**src/rtl/spi_master_param.sv**
```systemverilog
// Parametrised full-duplex SPI master: configurable word width, clock divide,
// chip-select count and bit order, with per-transfer CPOL/CPHA selection.
module spi_master_param #(
    parameter int unsigned DATA_W    = 8,
    parameter int unsigned CLK_DIV   = 4,
    parameter int unsigned NUM_CS    = 1,
    parameter bit          MSB_FIRST = 1'b1
) (
    input  logic              clk,
    input  logic              reset,
    input  logic              start,
    input  logic [DATA_W-1:0] data_wr,
    input  logic [2:0]        cs_sel,
    input  logic              cpol,
    input  logic              cpha,
    output logic              busy,
    output logic              done,
    output logic [DATA_W-1:0] data_rd,
    output logic              spi_clk,
    output logic [NUM_CS-1:0] cs_n,
    output logic              mosi,
    input  logic              miso
);
    localparam int unsigned HALF  = CLK_DIV / 2;
    localparam int unsigned DIV_W = (HALF > 1) ? $clog2(HALF) : 1;
    localparam int unsigned BIT_W = $clog2(DATA_W + 1);

    typedef enum logic [2:0] {
        S_IDLE,
        S_SETUP,
        S_XFER,
        S_HOLD,
        S_DONE
    } state_t;

    state_t            state, state_nxt;
    logic [DIV_W-1:0]  div_cnt, div_nxt;
    logic [BIT_W-1:0]  bit_cnt, bit_nxt;
    logic              lead, lead_nxt;
    logic              cpol_r, cpol_nxt;
    logic              cpha_r, cpha_nxt;
    logic [DATA_W-1:0] tx_sr, tx_nxt;
    logic [DATA_W-1:0] rx_sr, rx_nxt;
    logic [DATA_W-1:0] data_rd_nxt;
    logic              busy_nxt, done_nxt, spi_clk_nxt, mosi_nxt;
    logic [NUM_CS-1:0] cs_n_nxt;

    logic              div_end;
    logic              cs_valid;
    logic [DATA_W-1:0] tx_shifted;
    logic [DATA_W-1:0] rx_shifted;

    function automatic logic first_bit(input logic [DATA_W-1:0] w);
        return MSB_FIRST ? w[DATA_W-1] : w[0];
    endfunction

    assign div_end    = (div_cnt == DIV_W'(HALF - 1));
    assign cs_valid   = (32'(cs_sel) < NUM_CS);
    assign tx_shifted = MSB_FIRST ? (tx_sr << 1) : (tx_sr >> 1);
    assign rx_shifted = MSB_FIRST ? {rx_sr[DATA_W-2:0], miso} : {miso, rx_sr[DATA_W-1:1]};

    // State and output registers; every output is the registered next value.
    always_ff @(posedge clk) begin
        if (reset) begin
            state   <= S_IDLE;
            div_cnt <= '0;
            bit_cnt <= '0;
            lead    <= 1'b0;
            cpol_r  <= 1'b1;
            cpha_r  <= 1'b0;
            tx_sr   <= '0;
            rx_sr   <= '0;
            data_rd <= '0;
            busy    <= 1'b0;
            done    <= 1'b0;
            spi_clk <= 1'b1;
            mosi    <= 1'b1;
            cs_n    <= '1;
        end else begin
            state   <= state_nxt;
            div_cnt <= div_nxt;
            bit_cnt <= bit_nxt;
            lead    <= lead_nxt;
            cpol_r  <= cpol_nxt;
            cpha_r  <= cpha_nxt;
            tx_sr   <= tx_nxt;
            rx_sr   <= rx_nxt;
            data_rd <= data_rd_nxt;
            busy    <= busy_nxt;
            done    <= done_nxt;
            spi_clk <= spi_clk_nxt;
            mosi    <= mosi_nxt;
            cs_n    <= cs_n_nxt;
        end
    end

    // Next-state and next-output logic; edges land on half-period boundaries.
    always_comb begin
        state_nxt   = state;
        div_nxt     = '0;
        bit_nxt     = bit_cnt;
        lead_nxt    = lead;
        cpol_nxt    = cpol_r;
        cpha_nxt    = cpha_r;
        tx_nxt      = tx_sr;
        rx_nxt      = rx_sr;
        data_rd_nxt = data_rd;
        busy_nxt    = busy;
        done_nxt    = 1'b0;
        spi_clk_nxt = spi_clk;
        mosi_nxt    = mosi;
        cs_n_nxt    = cs_n;

        if (state != S_IDLE) begin
            div_nxt = div_end ? '0 : div_cnt + DIV_W'(1);
        end

        unique case (state)
            S_IDLE: begin
                spi_clk_nxt = cpol_r;
                mosi_nxt    = 1'b1;
                cs_n_nxt    = '1;
                busy_nxt    = 1'b0;
                if (start && cs_valid) begin
                    state_nxt   = S_SETUP;
                    cpol_nxt    = cpol;
                    cpha_nxt    = cpha;
                    tx_nxt      = data_wr;
                    bit_nxt     = BIT_W'(DATA_W);
                    lead_nxt    = 1'b0;
                    busy_nxt    = 1'b1;
                    spi_clk_nxt = cpol;
                    mosi_nxt    = cpha ? 1'b1 : first_bit(data_wr);
                    cs_n_nxt    = ~(NUM_CS'(1) << cs_sel);
                end
            end
            S_SETUP: begin
                if (div_end) begin
                    state_nxt   = S_XFER;
                    lead_nxt    = 1'b1;
                    spi_clk_nxt = ~cpol_r;
                    if (cpha_r) mosi_nxt = first_bit(tx_sr);
                    else        rx_nxt   = rx_shifted;
                end
            end
            S_XFER: begin
                if (div_end) begin
                    if (lead) begin
                        // Trailing edge: one bit period is complete.
                        lead_nxt    = 1'b0;
                        spi_clk_nxt = cpol_r;
                        if (bit_cnt != '0) bit_nxt = bit_cnt - BIT_W'(1);
                        if (cpha_r) begin
                            rx_nxt = rx_shifted;
                            tx_nxt = tx_shifted;
                        end else if (bit_cnt != BIT_W'(1)) begin
                            tx_nxt   = tx_shifted;
                            mosi_nxt = first_bit(tx_shifted);
                        end
                    end else if (bit_cnt == '0) begin
                        state_nxt = S_HOLD;
                    end else begin
                        lead_nxt    = 1'b1;
                        spi_clk_nxt = ~cpol_r;
                        if (cpha_r) mosi_nxt = first_bit(tx_sr);
                        else        rx_nxt   = rx_shifted;
                    end
                end
            end
            S_HOLD: begin
                if (div_end) begin
                    state_nxt   = S_DONE;
                    cs_n_nxt    = '1;
                    mosi_nxt    = 1'b1;
                    done_nxt    = 1'b1;
                    data_rd_nxt = rx_sr;
                end
            end
            S_DONE: begin
                if (div_end) begin
                    state_nxt = S_IDLE;
                    busy_nxt  = 1'b0;
                end
            end
            default: state_nxt = S_IDLE;
        endcase
    end

endmodule

```
**config.mk**
```make
export PLATFORM = sky130hd
export DESIGN_NAME = spi_master_param
export DESIGN_NICKNAME = d
export VERILOG_FILES = /design/src/rtl/spi_master_param.sv
export SDC_FILE = /design/constraint.sdc
export NUM_CORES = 1
export LEC_CHECK = 0
export CORE_MARGIN = 1
export CORE_UTILIZATION = 55
export DETAILED_ROUTE_END_ITERATION = 7
export HOLD_SLACK_MARGIN = 0.05
export PLACE_DENSITY_LB_ADDON = 0.2
export SLEW_MARGIN = 20
export SYNTH_ARGS = -nofsm -noshare
export SYNTH_HDL_FRONTEND = slang
export SYNTH_SLANG_ARGS = --single-unit
```
**constraint.sdc**
```tcl
create_clock -name clk -period 4 [get_ports clk]
set_clock_uncertainty 0.05 [all_clocks]
set_input_delay 1 -clock clk [delete_from_list [all_inputs] [get_ports clk]]
set_output_delay 1 -clock clk [all_outputs]
set_load 0.01 [all_outputs]
```
==> impl_metrics.tcl, run 1 <==
set metrics [dict create \
    min_period_ns 2.75 \
    hold_viol 0 \
    drv_slew 0 \
    grt_pass1_wl_microns 6420 \
    crit_family "simple AND/OR/NAND/NOR gates" \
    core_sq_um 3390 \
    worstRegToRegCells 6 \
    routabilityCongestion 0.881 \
    postLayoutCellArea_sq_um 2320 \
    required_ns 4.23 \
    nFillCells 270 \
    worstSetupPathType "in2reg" \
    grt.overflow.total 0 \
    dp_cells 281 \
    port_buffers 29 \
    rsz0062_at_grt "false" \
    cts_max_path_buffers 2 \
    whs_endpoint "data_rd[4]" \
    cp-start-kind "primary input" \
    final_antenna_net_count 0 \
    clk_pin_slew_ns 0.12 \
    cp_slowest_cell "or4b_1" \
    start_util 0.582 \
    worstPathArrival_ns 2.99 \
    syn_inst 219 \
    cts.sinks 40 \
    worst_slew_pin_slew_ns 0.969 \
    num_io_pins 30 \
    avgRoutedWirePerCell_microns 13.9 \
    reg2reg_slack_ns 1.79 \
    cts_buffers 5 \
    holdPathStages 2 \
    ys_ff_latch 40 \
    finalNonFillerCells 289 \
    regToRegEndpoint "spi_clk" \
    hp-class "reg2reg" \
    syn_nets 239 \
    cap_violations 0 \
    drc 0 \
    die_h_microns 61.9 \
    r2r_start "bit_cnt[0]" \
    dpl.hpwl_microns 2760 \
    yosys_warnings 0 \
    relSlewSlack 0.349 \
    tns_ns 0 \
    viasPerCell 5.69 \
    seq_area_sq_um 801 \
    n_antenna_cell 0 \
    hold_start "data_rd[4]" \
    synthDistinctLibCells 47 \
    drt-initial-drc-count 159 \
    path_buf_inv 1 \
    die_w_microns 61.9 \
    fp-row-count 21 \
    first_pass_iters 4 \
    end_kind "flip-flop" \
    fin_crit_sh 0.688 \
    routed_wirelength_microns 4020 \
    p_leak_uw 0.000745 \
    setup_viol 0 \
    synth_seq_area_share 0.406 \
    drive_gt1_frac 0.0905 \
    tritoncts "yes" \
    antenna_found_initial 0 \
    grt_pass1_vias 1377 \
    cts-root-buf "clkbuf_4" \
    ir_drop_v 0.000208 \
    clkLatencyLatePin_ns 0.35 \
    cpPeakStageDelay_ns 0.64 \
    place_area_sq_um 2250 \
    outcome "finished, final reports clean" \
    final_nets 262 \
    max_freq_mhz 363 \
    h-tree-depth 2 \
    post_synth.cell_area_avg_sq_um 9.01 \
    cts_resized 0 \
    power.density_nw_per_um2 299 \
    post-cts-setup-buffers 0 \
    multi_input_area_sq_um 1060 \
    die-area_sq_um 3830 \
    cts_hold_buf 0 \
    grt_max_degree 42 \
    critPathMaxFanout 6 \
    via_count 1645 \
    final_util 0.685 \
    syn2layout_area_growth_pct 17.6 \
    grt_usage 0.231 \
    synth_area_sq_um 1970 \
    cp_cell_sequence "clkdlybuf4s50_1 -> or4b_1 -> o22a_4 -> or4_1 -> a221oi_2" \
]
-- layout by cell type, fill, tap and decap left out, types with 3 or more instances in the layout --
cell | Yosys | routed
ha_1 | 3 | 3
o211ai_1 | 4 | 4
clkbuf_4 | 0 | 5
o31ai_1 | 3 | 3
nand2b_1 | 15 | 15
nand3_1 | 4 | 4
nand2_1 | 23 | 23
inv_1 | 5 | 5
or2_2 | 3 | 3
clkdlybuf4s50_1 | 0 | 29
nor3_1 | 6 | 5
a311oi_1 | 8 | 8
mux2i_1 | 17 | 17
a21oi_1 | 28 | 28
or3_1 | 3 | 3
buf_4 | 1 | 4
dfxtp_1 | 40 | 40
nor3b_1 | 3 | 3
o21ai_0 | 5 | 5
-- through the flow --
step | hold slack [ns] | setup WS (ns) | total power (uW)
global placement | 0.394 | 0.899 | 484
finish | 0.409 | 1.25 | 694
global route | 0.434 | 1.18 | 726
detailed placement | 0.397 | 0.872 | 484
CTS | 0.414 | 1.25 | 700
floorplan | 0.382 | 1.35 | 458
-- how the worst max path moves through the flow --
stage	to	from	cells past startpoint	slack (ns)
global placement	bit_cnt[2]	cs_sel[2]	5	0.90
global route	bit_cnt[2]	cs_sel[2]	5	1.18
CTS	bit_cnt[2]	cs_sel[2]	5	1.25
floorplan	bit_cnt[2]	cs_sel[2]	5	1.35
detailed placement	bit_cnt[2]	cs_sel[2]	5	0.87
finish	bit_cnt[2]	cs_sel[2]	5	1.25
-- power breakdown --
group | internal [uW] | switching [uW] | leakage (uW) | total, uW
Clock | 86.1 | 133 | 0.0000315 | 219
Sequential | 405 | 8.10 | 0.000323 | 413
Combinational | 34.6 | 27.6 | 0.000390 | 62.2
-- cell usage after synthesis, drive strengths merged --
master       count  share of area
o221ai           2         0.0089
or4b             3          0.015
nor4b            2         0.0089
and4b            1         0.0051
dlygate4sd3      1         0.0051
a21o             1         0.0038
buf              6          0.020
mux2i           17          0.086
or3              3         0.0095
nor2             3         0.0070
and2             1         0.0032
dfxtp           40           0.41
inv              5         0.0095
o31ai            3          0.011
nand2           23          0.044
and3             1         0.0032
xor2             2         0.0089
o32a             1         0.0051
a21oi           28          0.071
nand2b          15          0.048
nor3             6          0.015
or2              4          0.013
mux2             1         0.0057
a31oi            1         0.0032
a311o            1         0.0051
a311oi           8          0.036
o21ai            5          0.013
nor3b            3          0.011
nand3b           2         0.0076
nor2b            2         0.0063
o22ai            1         0.0032
ha               3          0.019
a21bo            1         0.0051
clkbuf          10          0.025
o211ai           4          0.015
or4              2         0.0076
o22a             2          0.013
nand3            4          0.010
a221oi           1         0.0076
-- area by class of cell --
type | instances | share of cell area
flip-flops and latches | 40 | 0.345
well taps | 46 | 0.0248
clock inverters | 1 | 0.00323
inverters | 5 | 0.00809
clock buffers | 7 | 0.0237
repair buffers | 33 | 0.138
multi-input cells | 157 | 0.457
-- sequential cells by signal, summed over array words and instances, names as in the netlist --
name and cells:
rx_sr 8, data_rd 8, cpol_r 1, spi_clk 1, div_cnt 1, mosi 1
cs_n 1, busy 1, cpha_r 1, lead 1, tx_sr 8, state 3
done 1, bit_cnt 4
-- cell families (layout without fill, tap and decap cells) --
logic type | Yosys count | count (layout) | share of synthesized area
simple gates | 75 | 75 | 0.214
compound gates | 59 | 59 | 0.201
flops | 40 | 40 | 0.406
buf+inv | 22 | 46 | 0.0590
mux | 18 | 18 | 0.0919
fa+ha+maj | 3 | 3 | 0.0190
xor+xnor | 2 | 2 | 0.00888
-- worst register-to-register path: cells and delay by family (launching register included) --
kind,cells,cell delay [ns]
AO/OA/AOI/OAI,2,0.57
adder cells (fa/ha/maj),1,0.21
buffers and inverters,1,0.10
flip-flops,1,0.35
AND/OR/NAND/NOR,2,0.83
-- per-layer routing --
metal / global-route usage / vias up / wire, microns
met1: 0.303 / 768 / 1960
met5: 0 / - / 0
met4: 0.0952 / 0 / 54
li1: - / 842 / -
met3: 0.0642 / 7 / 130
met2: 0.358 / 28 / 1880
Power figures use the tool's default switching activity.
==> inputs of run 2 (changes only) <==
--- a/config.mk
+++ b/config.mk
@@ -6,7 +6,7 @@
 export NUM_CORES = 1
 export LEC_CHECK = 0
 export CORE_MARGIN = 1
-export CORE_UTILIZATION = 55
+export CORE_UTILIZATION = 48
 export DETAILED_ROUTE_END_ITERATION = 7
 export HOLD_SLACK_MARGIN = 0.05
 export PLACE_DENSITY_LB_ADDON = 0.2
==> constraint.sdc (replaced) <==
create_clock -name clk -period 2.2 [get_ports clk]
set_clock_uncertainty 0.05 [all_clocks]
set_input_delay 0.55 -clock clk [delete_from_list [all_inputs] [get_ports clk]]
set_output_delay 0.55 -clock clk [all_outputs]
set_load 0.01 [all_outputs]
==> impl_metrics.tcl, run 2 (synthesis results as in run 1) <==
set metrics [dict create \
    drv_slew 0 \
    drive_gt1_frac 0.160 \
    hold_viol 0 \
    grt_pass1_vias 1530 \
    cts.sinks 40 \
    postLayoutCellArea_sq_um 2480 \
    clk_pin_slew_ns 0.08 \
    grt_usage 0.217 \
    holdWs_ns 0.408 \
    grt_busiest_layer "met2" \
    routed_wirelength_microns 4390 \
    n_antenna_cell 0 \
    seq_area_sq_um 801 \
    first_pass_iters 4 \
    post-cts-setup-buffers 0 \
    max_freq_mhz 483 \
    critPathMaxFanout 3 \
    relSlewSlack 0.578 \
    min_period_ns 2.07 \
    setup_viol 0 \
    core_sq_um 3800 \
    via_count 1688 \
    rsz0062_at_grt "false" \
    avgRoutedWirePerCell_microns 14.4 \
    grt_pass1_wl_microns 7220 \
    die_w_microns 66.1 \
    worstSetupPathType "reg2reg" \
    cp-start-kind "flip-flop" \
    clkLatencyLatePin_ns 0.29 \
    ir_drop_v 0.000510 \
    use_met3 0.0466 \
    end_kind "flip-flop" \
    drt-initial-drc-count 88 \
    tns_ns 0 \
    layout_common_cells "dfxtp_1, a21oi_1, clkdlybuf4s50_1" \
    required_ns 2.34 \
    final_common_cell "dfxtp_1" \
    dpl.hpwl_microns 3000 \
    multi_input_area_sq_um 1070 \
    port_buffers 29 \
    num_io_pins 30 \
    outcome "finished, final reports clean" \
    cts_hold_buf 0 \
    start_util 0.519 \
    syn2layout_area_growth_pct 25.7 \
    die_h_microns 66.1 \
    fin_crit_sh 0.942 \
    total_power_uw 1470 \
    cts_max_path_buffers 2 \
    tritoncts "yes" \
    worstPathArrival_ns 2.21 \
    worst_slew_pin_slew_ns 0.628 \
    grt_max_degree 32 \
    fp-row-count 22 \
    viasPerCell 5.53 \
    power.density_nw_per_um2 591 \
    nFillCells 346 \
    use_met1 0.305 \
    hp-class "reg2reg" \
    grt.overflow.total 0 \
    final_antenna_net_count 0 \
    final_nets 276 \
    cts_buffers 5 \
    p_leak_uw 0.000850 \
    die-area_sq_um 4370 \
    h-tree-depth 2 \
    antenna_found_initial 0 \
    largestRegisters "data_rd (8), rx_sr (8), tx_sr (8)" \
    drc 0 \
    place_area_sq_um 2360 \
    met2_usage 0.332 \
    routabilityCongestion 0.779 \
    cap_violations 0 \
    cts-root-buf "clkbuf_8" \
]
[run 2: cell types whose count changed in the layout (fill, tap and decap cells not counted), sizes merged]
cell,change
bufinv,+1
clkinv,+1
clkbuf,-2
buf,+14
dlygate4sd2,+4
clkdlybuf4s50,-4
[run 2: metal layers]
layer / vias up / part of all wire / wire length, microns
met5: - / 0 / 0
met1: 767 / 0.50 / 2200
li1: 868 / - / -
met2: 48 / 0.44 / 1920
met4: 0 / 0.011 / 47
met3: 5 / 0.050 / 221
[run 2: final timing paths]
check / end / startpoint / slack (ns) / cells past startpoint
setup / recovery: spi_clk / bit_cnt[1] / 0.13 / 6
hold / removal: data_rd[0] / rx_sr[0] / 0.41 / 2
setup reg to reg: spi_clk / bit_cnt[1] / 0.13 / 6
hold reg to reg: data_rd[0] / rx_sr[0] / 0.41 / 2
[run 2: through the flow]
step	setup slack, ns	std cells	utilization
2_1_floorplan	0.00657	219	-
3_3_place_gp	-0.328	296	0.622
3_5_place_dp	-0.364	296	0.622
4_1_cts	0.0282	305	0.653
5_1_grt	0.0573	305	0.653
6_report	0.128	305	0.653
[run 2: power by group]
group | switching (uW) | internal [uW] | leakage (uW) | total [uW]
Sequential | 10.2 | 736 | 0.000323 | 746
Clock | 256 | 336 | 0.0000541 | 591
Combinational | 59.7 | 69.0 | 0.000472 | 129
[run 2: critical path, cell delays in order, from the launching register on]
cell and delay (ns):
dfxtp_1 0.33, inv_1 0.10, ha_2 0.19, or4b_2 0.62, a311o_1 0.31, or2_0 0.20, a21o_1 0.17
[run 2: final cells by class]
type                    instances  share of cell area
multi-input cells             157               0.432
inverters                       5             0.00756
well taps                      48              0.0242
clock inverters                 3              0.0171
repair buffers                 47               0.168
flip-flops and latches         40               0.323
clock buffers                   5              0.0277
[run 2: timing repair]
| item | 4_1_cts | 5_1_grt |
|---|---|---|
| gates resized for setup | 6 | 2 |
| endpoints found under the setup margin | 9 | 1 |
| pin swaps | 3 | 1 |
| cloned | 1 | 0 |
==> inputs of run 3 (changes only) <==
--- a/config.mk
+++ b/config.mk
@@ -5,7 +5,7 @@
 export SDC_FILE = /design/constraint.sdc
 export NUM_CORES = 1
 export LEC_CHECK = 0
-export CORE_MARGIN = 1
+export CORE_MARGIN = 2
 export CORE_UTILIZATION = 48
 export DETAILED_ROUTE_END_ITERATION = 7
 export HOLD_SLACK_MARGIN = 0.05
==> impl_metrics.tcl, run 3 (synthesis results as in run 1) <==
set metrics [dict create \
    die-area_sq_um 4640 \
    grt.overflow.total 0 \
    cpPeakStageDelay_ns 0.54 \
    critPathMaxFanout 6 \
    power.density_nw_per_um2 591 \
    routabilityCongestion 0.802 \
    cp-start-kind "primary input" \
    h-tree-depth 2 \
    tns_ns 0 \
    cp_slowest_cell "or4b_4" \
    drc 0 \
    antenna_found_initial 0 \
    min_period_ns 2.06 \
    die_h_microns 68.1 \
    setup_viol 0 \
    drive_gt1_frac 0.176 \
    cap_violations 0 \
    clk_pin_slew_ns 0.08 \
    place_area_sq_um 2370 \
    final_nets 281 \
    viasPerCell 5.51 \
    grt_pass1_vias 1601 \
    largestRegisters "data_rd (8), rx_sr (8), tx_sr (8)" \
    grt_usage 0.209 \
    grt_pass1_wl_microns 7160 \
    via_count 1719 \
    outcome "finished, final reports clean" \
    ir_drop_v 0.000455 \
    num_io_pins 30 \
    syn2layout_area_growth_pct 29.1 \
    required_ns 2.36 \
    drt-initial-drc-count 83 \
    clkLatencyLatePin_ns 0.30 \
    rsz0062_at_grt "false" \
    cts_hold_buf 0 \
    tritoncts "yes" \
    relSlewSlack 0.637 \
    n_antenna_cell 0 \
    grt_max_degree 18 \
    worstPathArrival_ns 2.22 \
    first_pass_iters 4 \
    routed_wirelength_microns 4490 \
    layout_common_cells "dfxtp_1, a21oi_1, clkdlybuf4s50_1" \
    nFillCells 342 \
    hold_viol 0 \
    dpl.hpwl_microns 3060 \
    end_kind "flip-flop" \
    cts.sinks 40 \
    max_freq_mhz 485 \
    hp-class "reg2reg" \
    worstSetupPathType "in2reg" \
    final_antenna_net_count 0 \
    postLayoutCellArea_sq_um 2550 \
    holdWs_ns 0.407 \
    cts_max_path_buffers 2 \
    final_util 0.641 \
    die_w_microns 68.1 \
    cts_buffers 5 \
    p_leak_uw 0.000896 \
    fin_crit_sh 0.937 \
    drv_slew 0 \
    cp_cell_sequence "dlygate4sd2_1 -> or4b_4 -> buf_4 -> o22ai_2 -> buf_2 -> a21oi_1 -> a311oi_1" \
    core_sq_um 3970 \
    cts-root-buf "clkbuf_8" \
    fp-row-count 23 \
    avgRoutedWirePerCell_microns 14.4 \
    start_util 0.497 \
    worst_slew_pin_slew_ns 0.543 \
    port_buffers 29 \
    final_common_cell "dfxtp_1" \
]
run 3: cell type report:
| type | count | area (sq um) | area share |
|---|---|---|---|
| Multi-Input combinational cell | 157 | 1080 | 0.425 |
| Sequential cell | 40 | 801 | 0.314 |
| Timing Repair Buffer | 52 | 467 | 0.183 |
| Clock buffer | 5 | 68.8 | 0.0270 |
| Tap cell | 50 | 62.6 | 0.0246 |
| Clock inverter | 3 | 46.3 | 0.0182 |
| Inverter | 5 | 18.8 | 0.00737 |
run 3: final timing paths:
| path | from | end | slack (ns) | cells past startpoint |
|---|---|---|---|---|
| max | cs_sel[0] | tx_sr[2] | 0.14 | 7 |
| min | data_rd[3] | data_rd[3] | 0.41 | 2 |
| max reg2reg | state[0] | rx_sr[0] | 0.18 | 4 |
| min reg2reg | data_rd[3] | data_rd[3] | 0.41 | 2 |
run 3: critical path, delay by kind of cell:
| family | cells | cell delay (ns) |
|---|---|---|
| AOI/OAI and AO/OA | 3 | 0.50 |
| and+or+nand+nor | 1 | 0.54 |
| buffers and inverters | 3 | 0.62 |
run 3: routing by layer:
layer	part of all wire	GRT usage	up-vias
met4	0.017	0.103	0
met3	0.043	0.0510	7
met5	0	0	-
li1	-	-	879
met2	0.44	0.333	34
met1	0.50	0.263	799
run 3: per-stage QoR:
step	worst slack [ns]	total power, uW	std cells
global placement	-0.332	892	299
global route	0.0819	1560	312
finish	0.138	1510	312
floorplan	0.00657	834	219
CTS	0.00572	1510	310
detailed placement	-0.353	892	299
run 3: repair_timing:
action | CTS | global route
setup buffers | 3 | 1
gates resized for setup | 2 | 8
gates cloned | 0 | 1
pin swaps | 3 | 7
setup endpoints to repair | 4 | 9
run 3: where the power goes:
part / switching (uW) / internal (uW) / total, uW
Combinational: 60.4 / 76.3 / 137
Clock: 281 / 342 / 622
Sequential: 10.7 / 735 / 746
